[src/rtl/differentiator_pkg.sv]
// rtl/differentiator_pkg.sv - shared limits, sample type and index-width helper for the differentiator
package differentiator_pkg;

  localparam int MAX_CHANNELS  = 16;
  localparam int MAX_LAG       = 16;
  localparam int DEFAULT_WIDTH = 16;

  // Signed phase/frequency word at the default sample width.
  typedef logic signed [DEFAULT_WIDTH-1:0] sample_t;

  // Width of a channel index; at least one bit so a single channel still has a port.
  function automatic int ch_index_width(input int channels);
    return (channels <= 1) ? 1 : $clog2(channels);
  endfunction

endpackage

[src/rtl/delay_ring.sv]
// rtl/delay_ring.sv - circular history buffer, read-old/write-new per strobe, pointer force-to-zero
module delay_ring #(
  parameter int width = 16,
  parameter int depth = 2
) (
  input  logic             clk,
  input  logic             reset,
  input  logic             en,
  input  logic             zero_ptr,
  input  logic [width-1:0] wdata,
  output logic [width-1:0] rdata
);

  localparam int AW = (depth > 1) ? $clog2(depth) : 1;
  localparam logic [AW-1:0] LAST = AW'(depth - 1);

  logic [width-1:0] mem [depth];
  logic [AW-1:0]    wp;
  logic [AW-1:0]    addr;

  // A resync redirects this access to slot 0 without touching stored history.
  assign addr  = zero_ptr ? '0 : wp;
  assign rdata = mem[addr];

  // Store the new word where the old one was read, then advance the pointer with wrap.
  always_ff @(posedge clk) begin
    if (reset) begin
      wp <= '0;
      for (int i = 0; i < depth; i++) begin
        mem[i] <= '0;
      end
    end else if (en) begin
      mem[addr] <= wdata;
      wp        <= (addr == LAST) ? '0 : addr + AW'(1);
    end
  end

endmodule

[src/rtl/multichannel_differentiator.sv]
// rtl/multichannel_differentiator.sv - per-channel out = in - in[lag back]; option MULTICHANNEL_DIFFERENTIATOR_PRIME_EN
module multichannel_differentiator
  import differentiator_pkg::*;
#(
  parameter int width    = 16,
  parameter int channels = 2,
  parameter int lag      = 1
) (
  input  logic                                  clk,
  input  logic                                  reset,
  input  logic                                  en,
  input  logic                                  in_first,
  input  logic signed [width-1:0]               in,
  output logic signed [width-1:0]               out,
  output logic                                  out_valid,
  output logic [ch_index_width(channels)-1:0]   out_ch,
  output logic                                  sync_err
);

  localparam int DEPTH = channels * lag;
  localparam int CW    = ch_index_width(channels);
  localparam logic [CW-1:0] CH_LAST = CW'(channels - 1);

  if (channels < 1 || channels > MAX_CHANNELS || lag < 1 || lag > MAX_LAG) begin : g_range_check
    $error("multichannel_differentiator: channels or lag out of range");
  end

  logic [CW-1:0]    ch;
  logic [CW-1:0]    ch_eff;
  logic             resync;
  logic             primed;
  logic [width-1:0] old_word;
  logic [width-1:0] diff;

  // A frame marker off the channel-0 slot realigns the stream to channel 0 / address 0.
  always_comb begin
    resync = en && in_first && (ch != '0);
    ch_eff = resync ? '0 : ch;
    diff   = in - old_word;
  end

  delay_ring #(
    .width (width),
    .depth (DEPTH)
  ) u_ring (
    .clk      (clk),
    .reset    (reset),
    .en       (en),
    .zero_ptr (resync),
    .wdata    (in),
    .rdata    (old_word)
  );

`ifdef MULTICHANNEL_DIFFERENTIATOR_PRIME_EN
  localparam int KW = $clog2(lag + 1);
  localparam logic [KW-1:0] CNT_FULL = KW'(lag);

  logic [KW-1:0] cnt [channels];

  // Output is trusted only once this channel has lag real samples behind it.
  assign primed = !resync && (cnt[ch] == CNT_FULL);

  // Saturating per-channel fill counters; a resync restarts priming on every channel.
  always_ff @(posedge clk) begin
    if (reset) begin
      for (int c = 0; c < channels; c++) begin
        cnt[c] <= '0;
      end
    end else if (en) begin
      if (resync) begin
        for (int c = 0; c < channels; c++) begin
          cnt[c] <= '0;
        end
        cnt[0] <= KW'(1);
      end else if (cnt[ch] != CNT_FULL) begin
        cnt[ch] <= cnt[ch] + KW'(1);
      end
    end
  end
`else
  assign primed = 1'b1;
`endif

  // Register the difference, its channel tag and the sticky alignment error.
  always_ff @(posedge clk) begin
    if (reset) begin
      out       <= '0;
      out_valid <= 1'b0;
      out_ch    <= '0;
      sync_err  <= 1'b0;
      ch        <= '0;
    end else begin
      out_valid <= 1'b0;
      if (en) begin
        out       <= diff;
        out_ch    <= ch_eff;
        out_valid <= primed;
        ch        <= (ch_eff == CH_LAST) ? '0 : ch_eff + CW'(1);
        if (resync) begin
          sync_err <= 1'b1;
        end
      end
    end
  end

endmodule

[config.mk]
export PLATFORM = sky130hd
export DESIGN_NAME = multichannel_differentiator
export DESIGN_NICKNAME = d
export VERILOG_FILES = /design/src/rtl/differentiator_pkg.sv /design/src/rtl/delay_ring.sv /design/src/rtl/multichannel_differentiator.sv
export SDC_FILE = /design/constraint.sdc
export NUM_CORES = 1
export LEC_CHECK = 0
export ABC_CLOCK_PERIOD_IN_PS = 2820
export CAP_MARGIN = 20
export CORE_MARGIN = 2
export CORE_UTILIZATION = 49
export DETAILED_ROUTE_END_ITERATION = 12
export PLACE_DENSITY = 0.76
export REMOVE_ABC_BUFFERS = 1
export SETUP_SLACK_MARGIN = 0.02
export SYNTH_ARGS = -nofsm -noshare
export SYNTH_HDL_FRONTEND = slang
export SYNTH_SLANG_ARGS = --single-unit
[constraint.sdc]
create_clock -name clk -period 2.82 [get_ports clk]
set_input_delay 0.564 -clock clk [delete_from_list [all_inputs] [get_ports clk]]
set_output_delay 0.564 -clock clk [all_outputs]
set_load 0.01 [all_outputs]
==> results.md <==
- Mapped cell area: between 0.002 and 0.003 mm²
- Routed WL: 6200 µm
- Die footprint: 0.00635 mm²
- Commonest cells in the netlist: edfxtp_1 (32), mux2i_1 (23), nor2_1 (23), dfxtp_1 (21), and3_1 (17)
- CP endpoint kind: flip-flop
- Core Region: 0.00551 mm²
- Placer Congestion: between 0.9 and 1
- Initial antenna violation count: 0
- Switch share: 27.9%
- Layout cells sized above 1: roughly 23%
- Number of global-route vias before repair: about 2300
- Post-Layout Cell Count: about 420
- Max VDD drop: between 0.2 and 0.25 mV
- Post-synth ARST share: 0%
- Internal: 1.53 mW
- Standard-cell rows: 27
- CTS tree: done
- Layout Nets: 378
- P_sw: a little under 0.6 mW
- Register area share after synthesis: 49.2%
- Tot Pwr: 2.12 mW
- DP Cell Count: 404
- Startpoint Class: input pin
- DRT iter0 DRCs: 95
- Status: finished clean
- Sequential Power Share: a little over two fifths
- Met1 Use GR: 26.5%
- Clk pwr share: 24.0%
- Initial core utilization: 50.9%
- #FFs+latches synth: 53
- Simple-gate share of the synthesized area: between 10% and 20%
- Leak: 1.66 nW
- Ant. Diodes: 0
- Largest net degree at the start of global routing: 22
- Worst rel slew slack: approximately two thirds
- Synth Flop Type: edfxtp_1
- Largest family of logic cells by synthesized area: simple AND/OR/NAND/NOR gates
- Post-synthesis mux area share: around 8.6%
- Gr ovfl total: 0
- Slew @ Worst Pin: roughly 0.52 ns
- Cell variety after synth: 44
- Met3 Usage GRT: 3.39%
- Share of the synthesized area in the top cell type: 34.3%
- Vias: 2204
- Max FO, Critical Path: 7
- PwrDens: approximately 560 mW/mm²
- GRT Max-Usage Layer: met2
- Placed instance area: 0.00359 mm²
- Die Wd: 79.7 µm
- Max Transition Viols Final: 0
- Pre-CTS setup slack: -0.531 ns
- Ranking of synthesized cells by area: edfxtp_1 (34%), dfxtp_1 (15%), mux2i_1 (8.2%)
- Highest clock rate: 0.371 GHz
- Fin area: 0.00377 mm²
- Max cap viols: 0
- Ports: 39
- Die height: 79.7 µm
- Area growth, synth to finish: 34.5%
- Via density per instance: 5.31
- Worst Hold Class: flip-flop to flip-flop
- Mapped Cells: 258
- Setup WS post-layout: 0.125 ns
- CTS max path bufs: 2
- Leading area contributor after synthesis: edfxtp_1
- Gr usage total: 21.2%
- Final setup fails: 0
- Most common cell in the netlist: edfxtp_1
- Adder-cell share of the synthesized area: 7.40%
- Clk root buf: clkbuf_8
- Worst Path Required: 3.00 ns
- Insertion delay to the later sink of the worst-skew pair: 0.31 ns
- Routed length per placed instance: approximately 15 µm
- M2 GR Usage: 37.0%
- XOR/XNOR Fraction of Synth Area: 4.68%
- Detailed placement HPWL: 4430 µm
- # port buffers: 38
- Synth Area in Compound Gates: 12.0%
- # clock sinks: 53
- Setup CP Type: input pin to flip-flop
- Iteration count of the initial detailed-routing pass: 5
- Fin Setup TNS: 0 ns
- Post-Syn Area per Cell: 10.9 µm²
- EDFF count, synth: 32
- Final worst path period need: 2.70 ns
- RSZ-0062 raised after global routing: true
- CTS clk-pin slew, worst paths: 0.09 ns
- First-pass GRT wire length: 10400 µm
- WP data arrival: 2.88 ns
- Drt drc: 0
- Final Hold Fails: 0
- DRT antenna net count: 0
- YS warnings: 0
- H-tree levels: 2
- Clock skew: 0.00961 ns
- TritonCTS buffer count: 5
- Combinational share of power: 32.5%
- Crit share post-route: between 90 and 100%
[layout by cell type (no fill, tap or decap), drive strengths merged, types with 2 or more instances in the layout]
master and count:
o21ai 11, xnor2 10, nand2b 3, and3 18, buf 50, edfxtp 32, a21o 7, nor2 23
a21oi 12, o31ai 2, mux2i 23, a211oi 3, inv 7, nor3 3, xor2 5, a221oi 3
and2 16, clkdlybuf4s50 36, nand2 15, clkbuf 7, or2 2, ha 15, dfxtp 21, nand3 2
o21a 3, a31oi 2
[stage by stage]
stage	util [%]	hold slack [ns]
after floorplan	-	0.460
after global placement	65.2	0.436
after detailed placement	65.2	0.452
after CTS	67.9	0.470
after global routing	68.5	0.495
final	68.5	0.463
[per-layer routing]
layer  wire length, µm  share of wire (%)  vias to the layer above
met4               196                3.2                        0
met2              2970                 48                       66
met5                 0                  0                        -
met1              2790                 45                     1025
met3               241                3.9                       19
li1                  -                  -                     1094
[power groups by stage]
stage	registers [mW]	logic (mW)	clock network [mW]
finish	0.922	0.688	0.508
global route	0.929	0.752	0.546
CTS	0.922	0.675	0.512
floorplan	0.950	0.333	0
detailed placement	0.939	0.655	0
global placement	0.936	0.639	0
[worst max-delay path, cell delays in order]
cell and delay (ns):
clkdlybuf4s15_1 0.19, nand3_2 0.10, nand2_4 0.07, buf_8 0.15
buf_12 0.13, mux2i_1 0.11, ha_1 0.29, buf_4 0.14
nand2_1 0.06, nor2_1 0.24, a311oi_2 0.16, o31ai_1 0.37
xnor2_1 0.17, o21ai_0 0.10
[logic make-up (layout without fill, tap and decap cells)]
family,after synthesis,after routing
flops,53,53
compound gates,48,48
xor+xnor,15,15
fa+ha+maj,16,16
mux,24,24
buf+inv,18,103
simple gates,84,84
[repair_timing]
item / in CTS / in global routing
setup buffers: 2 / 1
pin swaps: 8 / 10
hold buffers: 0 / 0
gates resized for setup: 9 / 12
endpoints found under the setup margin: 9 / 8
[sequential cells by signal (all words and copies together) (netlist names)]
name and cells:
out_ch 1, out 16, sync_err 1, ch 1, out_valid 1, u_ring.wp 1
u_ring.mem 32
[cell type report]
class / instances / area (µm²)
clock buffer: 6 / 72.6
clock inverter: 2 / 35.0
fill: 409 / 1730
inverter: 7 / 26.3
multi-input combinational: 187 / 1400
sequential: 53 / 1380
tap: 72 / 90.1
timing repair buffer: 88 / 771
[worst paths after layout]
kind | startpoint | end | slack, ns | cells after the start
worst max register to register | ch | out[14] | 0.20 | 12
worst min register to register | out[14] | out[14] | 0.46 | 2
worst min-delay path | out[14] | out[14] | 0.46 | 2
worst max-delay path | in_first | out[13] | 0.12 | 14
No activity file was read; power rests on OpenSTA's default activity.
==> edit 1 (same flow settings) <==
The parameter `channels` goes from 2 to 8.
--- a/src/rtl/multichannel_differentiator.sv
+++ b/src/rtl/multichannel_differentiator.sv
@@ -4,5 +4,5 @@
 #(
   parameter int width    = 16,
-  parameter int channels = 2,
+  parameter int channels = 8,
   parameter int lag      = 1
 ) (
Interface: changed (resized out_ch); port bits go from 39 to 41. The function was not compared with the original's and may differ.
==> edit 1 against the original RTL <==
The run now ends with negative setup slack left. Design area grew to 2.6 times the old value. Clock skew is 0.0039 ns lower. Area after synthesis grew to 2.7 times the old value. Sequential power grew to 2.9 times the old value. Setup slack worse by 0.98 ns. Sequential cell count is 102 higher. Utilization is 3.3 points lower. Power grew to 3.0 times the old value. Register-to-register slack worse by 1.1 ns. Hold slack worse by 0.0047 ns. Routed wire length grew to 3.2 times the old value. Critical endpoint is now out[8]. Highest routed layer unchanged.
==> edit 1: results (changes against the original RTL) <==
Global routing
  • Vias in the first global route: 5768 (+160%)
  • Largest net degree at the start of global routing: 39 (+77%)
  • First-pass GRT wire length: 31.1 mm (+200%)

Route
  • Total routed wirelength: 19.8 mm (+220%)
  • Via-per-instance ratio: 5.73 (+7.9%)
  • Drt wl/cell: 19.3 um (+29%)

Final layout
  • Invs w/o clock: 12 (+5)
  • Final-layout clock buffer total: 17 (+11)
  • Data buffer area share: 0.149 (-0.0557)
  • Filler instances: 1058 (+160%)
  • Clk tree area frac: 0.0599 (+0.0314)

Synth
  • Number of flops mapped to enable cells by yosys: 128 (+300%)
  • Cells after Synth: 682 (+160%)
  • Synth unique cells: 58 (+32%)
  • Synth cell count leaders: 128 x edfxtp_1, 124 x and2_1, 97 x nand2_1

Worst hold path
  • Worst hold path startpoint: sync_err

Place
  • Placed wire-length estimate: 13.6 mm (+210%)

Timing
  • # setup viols final: 13 (+13)
  • Post-route setup slack: -0.854 ns (-0.979 ns)

Critical path
  • Max stage delay cell, worst path: o311ai_4
  • Slowest stage delay, CP: 0.46 ns (+0.09 ns)
  • Worst R2R End: out[8]

Run status
  • Failing checks: negative setup slack
  • Outcome: complete, but fails checks

Clock network
  • Worst skew pair latency: 0.44 ns (+0.13 ns)
## edit 1: changes by cell type after synthesis, moves of 9 or more
cell | unedited run | this run
and2_1 | 16 | 124
edfxtp_1 | 32 | 128
nand2_1 | 15 | 97
nand3_1 | 2 | 27
clkbuf_1 | 5 | 29
a21oi_1 | 12 | 30
and3_1 | 17 | 3
mux2i_1 | 23 | 9
nor3_1 | 3 | 17
o22ai_1 | 1 | 10
or2_2 | 2 | 11
## edit 1: how the worst max path moves through the flow
stage	to	slack (ns)	cells after the start
finish	out[8]	-0.85	15
global route	out[8]	-0.99	15
CTS	out[13]	-0.80	16
detailed placement	out[8]	-1.46	18
global placement	out[8]	-1.29	18
floorplan	out[8]	-1.79	17
## edit 1: logic make-up after synthesis
group           count (synthesis)  synth area share
compound gates                104            0.0944
xor+xnor                       11            0.0128
fa+ha+maj                      18            0.0310
buf+inv                        49            0.0262
flops                         155             0.584
mux                            12            0.0180
simple gates                  333             0.233
## edit 1: routing by layer
layer	GRT usage	up-vias	part of all wire
li1	-	2724	-
met1	0.335	2840	0.41
met2	0.416	270	0.49
met3	0.0434	41	0.076
met4	0.0886	0	0.024
met5	0	-	0
## edit 1: stage by stage
stage          setup slack, ns   util  power, mW
2_1_floorplan            -1.79      -       3.25
3_3_place_gp             -1.29  0.593       3.81
3_5_place_dp             -1.46  0.593       3.85
4_1_cts                 -0.795  0.644       6.22
5_1_grt                 -0.992  0.652       6.51
6_report                -0.854  0.652       6.30
## edit 1: worst min-delay path, cell delays in order (launching register included)
cell     delay [ns]
dfxtp_1        0.31
inv_1          0.05
a21oi_1        0.05
## edit 1: what timing repair did
action | in CTS | in global routing
gates cloned | 1 | 0
setup buffers | 8 | 5
pin swaps | 24 | 35
resized for setup | 43 | 24
endpoints found under the setup margin | 14 | 14
==> edit 2 (same settings) <==
Made on the original files. Register the input `in` before use, with the module's reset. The logic sees it one clock later. The other inputs are not delayed to match.
--- a/src/rtl/multichannel_differentiator.sv
+++ b/src/rtl/multichannel_differentiator.sv
@@ -22,4 +22,14 @@
   localparam logic [CW-1:0] CH_LAST = CW'(channels - 1);
 
+  logic signed [width-1:0] in_q;
+
+  always_ff @(posedge clk) begin
+    if (reset) begin
+      in_q <= '0;
+    end else begin
+      in_q <= in;
+    end
+  end
+
   if (channels < 1 || channels > MAX_CHANNELS || lag < 1 || lag > MAX_LAG) begin : g_range_check
     $error("multichannel_differentiator: channels or lag out of range");
@@ -37,5 +47,5 @@
     resync = en && in_first && (ch != '0);
     ch_eff = resync ? '0 : ch;
-    diff   = in - old_word;
+    diff   = in_q - old_word;
   end
 
@@ -48,5 +58,5 @@
     .en       (en),
     .zero_ptr (resync),
-    .wdata    (in),
+    .wdata    (in_q),
     .rdata    (old_word)
   );
Function: changed (Yosys sat finds a counterexample within 4 cycles, from zero or initial values and one cycle with reset high).
==> edit 2 against the original RTL <==
Area after synthesis grew 16%. Synthesized cell count grew 18%. Routed wire length grew 9.8%. Critical path depth is the same. Setup slack gained 0.045 ns. Power grew 25%. Sequential cell count grew 16. Design area grew 12%. Highest routed layer unchanged.
==> edit 2: results (changes against the original RTL) <==
Timing
  • Hold Slack: 0.453 ns (-0.00948 ns)
  • Slew margin rel.: 0.682 (+0.0309)
  • Fmax: 377 MHz (+1.7%)
  • Final Skew: 0.0110 ns (+0.00140 ns)

Final layout
  • Seq/total area: 0.404 (+0.0374)
  • Filler instances: 470 (+15%)
  • Final-layout clock buffer total: 10 (+4)
  • Multi-input gate area: 1480 um^2 (+6.1%)
  • Multi-input gate count: 213 (+14%)
  • Clk tree area frac: 0.0513 (+0.0228)
  • Ratio of cells with drive above 1 in the final layout: 0.174 (-0.0534)
  • Data buffer area share: 0.164 (-0.0405)

Pwr
  • Leakage: 1.83 nW (+10%)
  • P_comb: 616 uW (-10%)
  • Worst vdd ir: 0.416 mV (+67%)
  • Sequential share of power: 0.440 (+0.005)
  • Switching share of power: 0.265 (-0.0144)

Synth
  • Synth top area cells: edfxtp_1 29%, dfxtp_1 23%, mux2i_1 7.1%, ha_1 5.8%, nor2b_1 3.3%
  • Synth unique cells: 43 (-2.3%)

Critical path
  • Slowest stage delay, CP: 0.33 ns (-0.04 ns)
  • R2R Setup Slk: 0.26 ns (+0.06 ns)
  • R2R cell count: 11 (-1)
  • Worst Path Max Fanout: 5 (-2)
  • Max stage delay cell, worst path: fa_2

Route
  • Drt first pass iters: 4 (-1)

Place
  • Placed wire-length estimate: 4.73 mm (+7.0%)
  • Post-placement worst setup slack: -0.598 ns (-0.0661 ns)

Global routing
  • Largest net degree at the start of global routing: 26 (+18%)
  • Vias in the first global route: 2303 (+2.0%)
  • First-pass GRT wire length: 11.0 mm (+5.3%)

Clock network
  • Clock tree sinks: 69 (+30%)
  • Worst skew pair latency: 0.35 ns (+0.04 ns)
  • # H-tree levels: 3 (+1)

Worst hold path
  • Worst Hold End: sync_err

Run status
  • Outcome: finished, final reports clean
[edit 2: worst reg2reg max path, delay by kind of cell (launching register included)]
family / cells / cell delay (ns)
multiplexers: 2 / 0.57
adder cells (fa/ha/maj): 1 / 0.28
AND/OR/NAND/NOR: 3 / 0.38
buffers and inverters: 2 / 0.38
AO/OA/AOI/OAI: 3 / 0.52
flip-flops: 1 / 0.37
[edit 2: per-stage QoR]
| stage | util | cells | total power [mW] | setup TNS, ns | cell area [um^2] |
|---|---|---|---|---|---|
| 6_report | 0.660 | 462 | 2.65 | 0 | 4220 |
| 3_3_place_gp | 0.621 | 444 | 1.78 | -4.31 | 3970 |
| 5_1_grt | 0.660 | 462 | 2.77 | 0 | 4220 |
| 4_1_cts | 0.658 | 461 | 2.65 | 0 | 4200 |
| 3_5_place_dp | 0.621 | 444 | 1.79 | -5.23 | 3970 |
| 2_1_floorplan | - | 290 | 1.51 | -3.73 | 3200 |
[edit 2: routing by layer]
metal,vias to the layer above,GRT usage
li1,1234,-
met1,1122,0.241
met2,53,0.331
met3,13,0.0443
met4,0,0.102
met5,-,0
[edit 2: logic make-up (layout without fill, tap and decap cells)]
kind of cell | after synthesis | in the layout | share of synthesized area
and+or+nand+nor | 112 | 112 | 0.180
DFF | 69 | 69 | 0.522
AOI/OAI and AO/OA | 50 | 50 | 0.102
muxes | 25 | 25 | 0.0776
buffers and inverters | 23 | 103 | 0.0276
adders and majority gates | 16 | 16 | 0.0637
xor gates and xnor gates | 10 | 10 | 0.0269
[edit 2: timing repair]
action,4_1_cts,5_1_grt
buffers inserted,1,1
resized for setup,6,5
pin swaps,4,3
hold buffers,0,0
setup endpoints to repair,10,4
